`config.mk`:
```
export PLATFORM = sky130hd
export DESIGN_NAME = maxnet_seq_ctrl_flat
export DESIGN_NICKNAME = d
export VERILOG_FILES = /design/src/rtl/maxnet_seq_ctrl_if.sv /design/src/rtl/maxnet_seq_ctrl.sv /design/src/flat_wrapper.sv
export SDC_FILE = /design/constraint.sdc
export NUM_CORES = 1
export LEC_CHECK = 0
export CORE_MARGIN = 4
export CORE_UTILIZATION = 53
export DETAILED_ROUTE_END_ITERATION = 10
export GPL_TIMING_DRIVEN = 0
export PLACE_DENSITY = 0.85
export SETUP_SLACK_MARGIN = 0.5
export SYNTH_ARGS = -nofsm -noshare
export SYNTH_HDL_FRONTEND = slang
export SYNTH_SLANG_ARGS = --single-unit
```
`constraint.sdc`:
```
create_clock -name clk -period 2.9 [get_ports clk]
set_input_delay 0.435 -clock clk [delete_from_list [all_inputs] [get_ports clk]]
set_output_delay 0.435 -clock clk [all_outputs]
set_load 0.1 [all_outputs]
```
`src/rtl/maxnet_seq_ctrl_if.sv`:
```
// rtl/maxnet_seq_ctrl_if.sv - control/status bundle between the maxnet sequencer and its host/datapath
// master = sequencer side, slave = host/datapath side.
interface maxnet_seq_ctrl_if #(
  parameter int N_CH = 4,
  parameter int IT_W = 8
);
  localparam int IDX_W = (N_CH > 1) ? $clog2(N_CH) : 1;

  logic             start;
  logic             abort;
  logic             isfinished;
  logic [IT_W-1:0]  cfg_iter_limit;
  logic             init_w;
  logic             init_x;
  logic             load_sel;
  logic             load_a;
  logic [IDX_W-1:0] ch_idx;
  logic [IT_W-1:0]  iter_cnt;
  logic             busy;
  logic             done;
  logic             timeout;

  modport master (
    input  start, abort, isfinished, cfg_iter_limit,
    output init_w, init_x, load_sel, load_a, ch_idx, iter_cnt, busy, done, timeout
  );

  modport slave (
    output start, abort, isfinished, cfg_iter_limit,
    input  init_w, init_x, load_sel, load_a, ch_idx, iter_cnt, busy, done, timeout
  );
endinterface

```
`src/rtl/maxnet_seq_ctrl.sv`:
```
// rtl/maxnet_seq_ctrl.sv - sequencer stepping a maxnet datapath channel by channel until convergence or limit
// Moore FSM: every output is a decode of the state register or a registered value.
module maxnet_seq_ctrl #(
  parameter int N_CH    = 4,
  parameter int MAC_LAT = 2,
  parameter int IT_W    = 8
) (
  input  logic                clk,
  input  logic                rst,
  maxnet_seq_ctrl_if.master   bus
);
  localparam int IDX_W = (N_CH > 1) ? $clog2(N_CH) : 1;
  localparam int ST_W  = (MAC_LAT > 1) ? $clog2(MAC_LAT) : 1;
  localparam logic [IDX_W-1:0] CH_LAST  = IDX_W'(N_CH - 1);
  localparam logic [ST_W-1:0]  STG_LAST = ST_W'(MAC_LAT - 1);

  typedef enum logic [2:0] {
    S_IDLE  = 3'd0,
    S_INIT  = 3'd1,
    S_MULT  = 3'd2,
    S_ADD   = 3'd3,
    S_WB    = 3'd4,
    S_CHECK = 3'd5,
    S_DONE  = 3'd6
  } state_t;

  state_t           state_q, state_d;
  logic [IDX_W-1:0] ch_q, ch_d;
  logic [IT_W-1:0]  it_q, it_d;
  logic [ST_W-1:0]  stg_q, stg_d;
  logic [IT_W-1:0]  lim_q, lim_d;
  logic             to_q, to_d;
  logic             ls_q, ls_d;
  logic [IT_W-1:0]  it_next;
  logic             abortable;

  assign it_next   = it_q + 1'b1;
  assign abortable = (state_q == S_INIT) || (state_q == S_MULT) || (state_q == S_ADD) ||
                     (state_q == S_WB) || (state_q == S_CHECK);

  always_ff @(posedge clk or posedge rst) begin
    if (rst) begin
      state_q <= S_IDLE;
      ch_q    <= '0;
      it_q    <= '0;
      stg_q   <= '0;
      lim_q   <= '0;
      to_q    <= 1'b0;
      ls_q    <= 1'b0;
    end else begin
      state_q <= state_d;
      ch_q    <= ch_d;
      it_q    <= it_d;
      stg_q   <= stg_d;
      lim_q   <= lim_d;
      to_q    <= to_d;
      ls_q    <= ls_d;
    end
  end

  always_comb begin
    state_d = state_q;
    ch_d    = ch_q;
    it_d    = it_q;
    stg_d   = stg_q;
    lim_d   = lim_q;
    to_d    = to_q;
    ls_d    = ls_q;

    case (state_q)
      S_IDLE: begin
        ch_d  = '0;
        stg_d = '0;
        ls_d  = 1'b0;
        if (bus.start) state_d = S_INIT;
      end
      S_INIT: begin
        ls_d = 1'b0;
        if (!bus.start) begin
          state_d = S_MULT;
          ch_d    = '0;
          it_d    = '0;
          stg_d   = '0;
          lim_d   = bus.cfg_iter_limit;
          to_d    = 1'b0;
        end
      end
      S_MULT: begin
        if (stg_q == STG_LAST) begin
          state_d = S_ADD;
          stg_d   = '0;
        end else begin
          stg_d = stg_q + 1'b1;
        end
      end
      S_ADD: begin
        state_d = S_WB;
      end
      S_WB: begin
        if (ch_q < CH_LAST) begin
          ch_d    = ch_q + 1'b1;
          state_d = S_MULT;
        end else begin
          state_d = S_CHECK;
        end
      end
      S_CHECK: begin
        // Convergence is tested first so it wins over a simultaneous limit hit.
        if (bus.isfinished) begin
          state_d = S_DONE;
          to_d    = 1'b0;
        end else if ((lim_q != '0) && (it_next == lim_q)) begin
          state_d = S_DONE;
          to_d    = 1'b1;
        end else begin
          state_d = S_MULT;
          ch_d    = '0;
          stg_d   = '0;
          ls_d    = 1'b1;
          if (it_q != '1) it_d = it_next;
        end
      end
      S_DONE: begin
        state_d = S_IDLE;
        ch_d    = '0;
        ls_d    = 1'b0;
      end
      default: begin
        state_d = S_IDLE;
        ch_d    = '0;
        stg_d   = '0;
        ls_d    = 1'b0;
      end
    endcase

    if (bus.abort && abortable) begin
      state_d = S_IDLE;
      ch_d    = '0;
      stg_d   = '0;
      to_d    = 1'b0;
      ls_d    = 1'b0;
    end
  end

  assign bus.init_w   = (state_q == S_INIT);
  assign bus.init_x   = (state_q == S_INIT);
  assign bus.load_a   = (state_q == S_WB);
  assign bus.busy     = (state_q != S_IDLE);
  assign bus.done     = (state_q == S_DONE);
  assign bus.load_sel = ls_q;
  assign bus.ch_idx   = ch_q;
  assign bus.iter_cnt = it_q;
  assign bus.timeout  = to_q;
endmodule
```
`src/flat_wrapper.sv`:
```
// flat-port wrapper written by rule: the top's interface ports become plain ports
module maxnet_seq_ctrl_flat 
#(
  parameter int N_CH    = 4,
  parameter int MAC_LAT = 2,
  parameter int IT_W    = 8
)
  (clk, rst, bus_start, bus_abort, bus_isfinished, bus_cfg_iter_limit, bus_init_w, bus_init_x, bus_load_sel, bus_load_a, bus_ch_idx, bus_iter_cnt, bus_busy, bus_done, bus_timeout);
  maxnet_seq_ctrl_if #(.N_CH(N_CH), .IT_W(IT_W)) bus_i ();
  input  logic clk;
  input  logic rst;
  input wire logic [$bits(bus_i.start)-1:0] bus_start;
  input wire logic [$bits(bus_i.abort)-1:0] bus_abort;
  input wire logic [$bits(bus_i.isfinished)-1:0] bus_isfinished;
  input wire logic [$bits(bus_i.cfg_iter_limit)-1:0] bus_cfg_iter_limit;
  output wire logic [$bits(bus_i.init_w)-1:0] bus_init_w;
  output wire logic [$bits(bus_i.init_x)-1:0] bus_init_x;
  output wire logic [$bits(bus_i.load_sel)-1:0] bus_load_sel;
  output wire logic [$bits(bus_i.load_a)-1:0] bus_load_a;
  output wire logic [$bits(bus_i.ch_idx)-1:0] bus_ch_idx;
  output wire logic [$bits(bus_i.iter_cnt)-1:0] bus_iter_cnt;
  output wire logic [$bits(bus_i.busy)-1:0] bus_busy;
  output wire logic [$bits(bus_i.done)-1:0] bus_done;
  output wire logic [$bits(bus_i.timeout)-1:0] bus_timeout;
  assign bus_i.start = bus_start;
  assign bus_i.abort = bus_abort;
  assign bus_i.isfinished = bus_isfinished;
  assign bus_i.cfg_iter_limit = bus_cfg_iter_limit;
  assign bus_init_w = bus_i.init_w;
  assign bus_init_x = bus_i.init_x;
  assign bus_load_sel = bus_i.load_sel;
  assign bus_load_a = bus_i.load_a;
  assign bus_ch_idx = bus_i.ch_idx;
  assign bus_iter_cnt = bus_i.iter_cnt;
  assign bus_busy = bus_i.busy;
  assign bus_done = bus_i.done;
  assign bus_timeout = bus_i.timeout;
  maxnet_seq_ctrl #(.N_CH(N_CH), .MAC_LAT(MAC_LAT), .IT_W(IT_W)) u_core (.clk(clk), .rst(rst), .bus(bus_i));
endmodule
```
==> flow_metrics.env <==
export IMPL_antenna_found_initial=0
export IMPL_vdd_drop_max_uv=637
export IMPL_power_density_nw_per_um2=665
export IMPL_cp_cell_sequence="buf_6, and4_1, buf_6, nand3b_1, or4b_4, a311oi_4, a311oi_2, mux2_4"
export IMPL_gr_total_overflow=0
export IMPL_rows=20
export IMPL_synth_area_um2=1730
export IMPL_synthMuxAreaShare=0.0701
export IMPL_routed_wl_mm=4.31
export IMPL_synth_cells=200
export IMPL_drcViolationCount=0
export IMPL_synth_ff_type="dfrtp_1"
export IMPL_antenna_left=0
export IMPL_grt_util_met2=0.360
export IMPL_end_kind="register"
export IMPL_critPathRequiredTime_ns=3.12
export IMPL_hp_class="input pin to register"
export IMPL_setup_ws_ns=0.400
export IMPL_synth_top_cell_by_area="dfrtp_1"
export IMPL_synth_commonest_cells="dfrtp_1 (24), nand3_1 (16), nand2_1 (13), o21ai_0 (13), clkbuf_1 (11)"
export IMPL_cts_hold_buffers=0
export IMPL_synthTopCellsByArea="dfrtp_1 (35%), mux2_2 (5.2%), nand3_1 (4.6%), o21ai_0 (3.8%), nand2_1 (2.8%)"
export IMPL_numCtsBuffers=3
export IMPL_vias_per_cell=6.00
export IMPL_insertion_delay_ns=0.32
export IMPL_synth_nets=215
export IMPL_clock_sinks=24
export IMPL_ys_seq_area_frac=0.347
export IMPL_worstSetupPathType="register to register"
export IMPL_critPathSlowestCell="dfrtp_4"
export IMPL_p_sw_frac=0.445
export IMPL_grt_pass1_vias=1568
export IMPL_firstDrtPassIters=4
export IMPL_io_pins=30
export IMPL_dp_cells=272
export IMPL_yosys_cell_types_count=48
export IMPL_status="finished clean"
export IMPL_synth_most_common_cell="dfrtp_1"
export IMPL_h_tree_depth=1
export IMPL_use_met1=0.268
export IMPL_grt_util_met3=0.0256
export IMPL_dp_hpwl_mm=3.02
export IMPL_drive_gt1_frac=0.206
export IMPL_start_util=0.563
export IMPL_rsz0062_at_grt="true"
export IMPL_final_max_slew_viol_count=0
export IMPL_ys_warnings_count=0
export IMPL_clockPowerShare=0.167
export IMPL_hold_violations=0
export IMPL_final_util=0.730
export IMPL_gp_congestion=0.867
export IMPL_synth_fa_ha_area_frac=0.0145
export IMPL_design_core_area_um2=3080
export IMPL_antenna_cells=0
export IMPL_leakagePower_nw=1.00
export IMPL_grt_max_degree=25
export IMPL_async_reset_ff_frac=1.00
export IMPL_syn_area_per_cell_um2=8.66
export IMPL_dpl_worst_slack_ns=0.186
export IMPL_pwr_share_seq=0.336
export IMPL_numPortBuffers=28
export IMPL_finClkSkew_ns=0.00535
export IMPL_cts_tree="done"
export IMPL_path_max_fanout=4
export IMPL_p_int_mw=0.830
export IMPL_cp_data_arrival_time_ns=2.72
export IMPL_area_delta_synth_final_pct=29.8
export IMPL_setup_violations=0
export IMPL_yosys_area_top_type_share=0.347
export IMPL_fp_dieH_um=65.2
export IMPL_fmax_mhz=400
export IMPL_cts_buffer_depth=2
export IMPL_stdcell_count=282
export IMPL_synth_edff_count=0
export IMPL_synth_xor_area_frac=0.0455
export IMPL_nets=254
export IMPL_clkTransAtPathRegs_ns=0.14
export IMPL_ys_seq_elements=24
export IMPL_cp_startpoint="u_core.bus.iter_cnt[2]$_DFFE_PP0P_"
export IMPL_synth_compound_area_share=0.173
export IMPL_maxCapViolCount=0
export IMPL_cts_root_buf="clkbuf_4"
export IMPL_slowest_delay_ns=0.50
export IMPL_grt_usage=0.209
export IMPL_reg2reg_from="u_core.bus.iter_cnt[2]$_DFFE_PP0P_"
export IMPL_finalSetupTns_ns=0
export IMPL_die_w_um=65.2
export IMPL_min_from="bus_abort"
export IMPL_crit_top_cell="buf_6"
export IMPL_worst_pin_slew_ns=0.978
export IMPL_vias=1693
export IMPL_dieArea_um2=4250
export IMPL_drtIter0Drc=116
export IMPL_slew_headroom=0.347
export IMPL_period_share=0.862
export IMPL_startpoint_type="register"
export IMPL_p_switching_mw=0.665
export IMPL_wl_per_cell_um=15.3
export IMPL_gr_max_usage_layer="met2"
export IMPL_hold_worst_slack_ns=0.486
export IMPL_synthSimpleGateAreaFrac=0.288
export IMPL_synth_top_family_by_area="simple AND/OR/NAND/NOR gates"
export IMPL_period_minus_slack_ns=2.50
export IMPL_combPwrFrac=0.497
export IMPL_grt_first_pass_wirelength_mm=7.07
metal layers:
metal | vias to the layer above | wire [um]
li1 | 812 | -
met4 | 0 | 55
met1 | 825 | 1910
met5 | - | 0
met2 | 47 | 2140
met3 | 9 | 205
state kept, by name, indices dropped and copies added (netlist names):
| signal | count |
|---|---|
| u_core.bus.load_sel | 1 |
| u_core.bus.timeout | 1 |
| u_core.lim_q | 8 |
| u_core.bus.ch_idx | 2 |
| u_core.state_q | 3 |
| u_core.stg_q | 1 |
| u_core.bus.iter_cnt | 8 |
critical path: cells and delay by family, from the launching register on:
family          cells  cell delay, ns
flops               1            0.50
buf+inv             2            0.24
compound gates      2            0.60
mux                 1            0.33
simple gates        3            0.72
cells by family after synthesis:
logic type,after synthesis
simple gates,87
xor+xnor,9
mux,11
compound gates,43
flops,24
fa+ha+maj,2
buf+inv,24
layout by cell type (no fill, tap or decap), types with 2 or more instances in the layout:
cell type | Yosys | final
clkdlybuf4s50_1 | 0 | 17
dfrtp_1 | 24 | 17
nand3_1 | 16 | 16
o21ai_0 | 13 | 13
nand2_1 | 13 | 13
buf_4 | 4 | 9
clkbuf_1 | 11 | 8
mux2_2 | 8 | 8
nor2_1 | 9 | 7
inv_1 | 7 | 7
a21oi_1 | 8 | 7
nor2b_1 | 7 | 6
clkbuf_4 | 0 | 6
dfrtp_4 | 0 | 6
xnor2_1 | 5 | 5
nand4_1 | 5 | 5
nand2b_1 | 5 | 5
and3_1 | 5 | 5
dlymetal6s2s_1 | 0 | 5
xor2_1 | 4 | 4
o211ai_1 | 4 | 4
nor4_1 | 4 | 4
o311ai_1 | 4 | 4
buf_6 | 0 | 3
clkbuf_2 | 0 | 3
and2_1 | 3 | 3
nor3_1 | 3 | 3
or3_1 | 3 | 3
nand3b_1 | 2 | 2
a211oi_1 | 2 | 2
mux2i_1 | 2 | 2
nor3b_1 | 2 | 2
nand4b_1 | 2 | 2
or4_1 | 2 | 2
o21a_1 | 2 | 2
per-stage QoR:
stage	power (mW)	cell area, um2
after floorplan	1.08	1790
after global placement	1.22	2120
after detailed placement	1.24	2120
after CTS	1.48	2220
after global routing	1.58	2250
final	1.49	2250
worst paths after layout:
kind	to	slack (ns)	cells past startpoint
max in group asynchronous	u_core.bus.iter_cnt[3]$_DFFE_PP0P_	1.63	2
max reg2reg	u_core.bus.ch_idx[1]$_DFFE_PP0P_	0.40	8
min in group asynchronous	u_core.state_q[0]$_DFFE_PP0P_	0.60	2
max	u_core.bus.ch_idx[1]$_DFFE_PP0P_	0.40	8
min reg2reg	u_core.bus.ch_idx[1]$_DFFE_PP0P_	0.57	1
min	u_core.bus.load_sel$_DFFE_PP0P_	0.49	2
what timing repair did:
action,in CTS,in global routing
endpoints found under the hold margin,0,0
setup endpoints to repair,9,29
setup buffers,5,1
cloned,0,0
gates resized for setup,24,19
pin swaps,2,3
power by group through the flow:
| stage | Clock [mW] | Combinational [mW] | Sequential, mW |
|---|---|---|---|
| after floorplan | 0 | 0.576 | 0.504 |
| after global placement | 0 | 0.722 | 0.500 |
| after detailed placement | 0 | 0.735 | 0.505 |
| after CTS | 0.250 | 0.733 | 0.497 |
| after global routing | 0.271 | 0.796 | 0.512 |
| final | 0.249 | 0.743 | 0.503 |
final cells by class:
| cell class | instances | area (um2) |
|---|---|---|
| buffer | 17 | 101 |
| clock buffer | 3 | 22.5 |
| clock inverter | 1 | 30.0 |
| fill | 246 | 831 |
| inverter | 7 | 26.3 |
| multi-input combinational | 152 | 1060 |
| sequential | 24 | 624 |
| tap | 44 | 55.1 |
| timing repair buffer | 34 | 325 |
No activity file was read; power rests on OpenSTA's default activity.
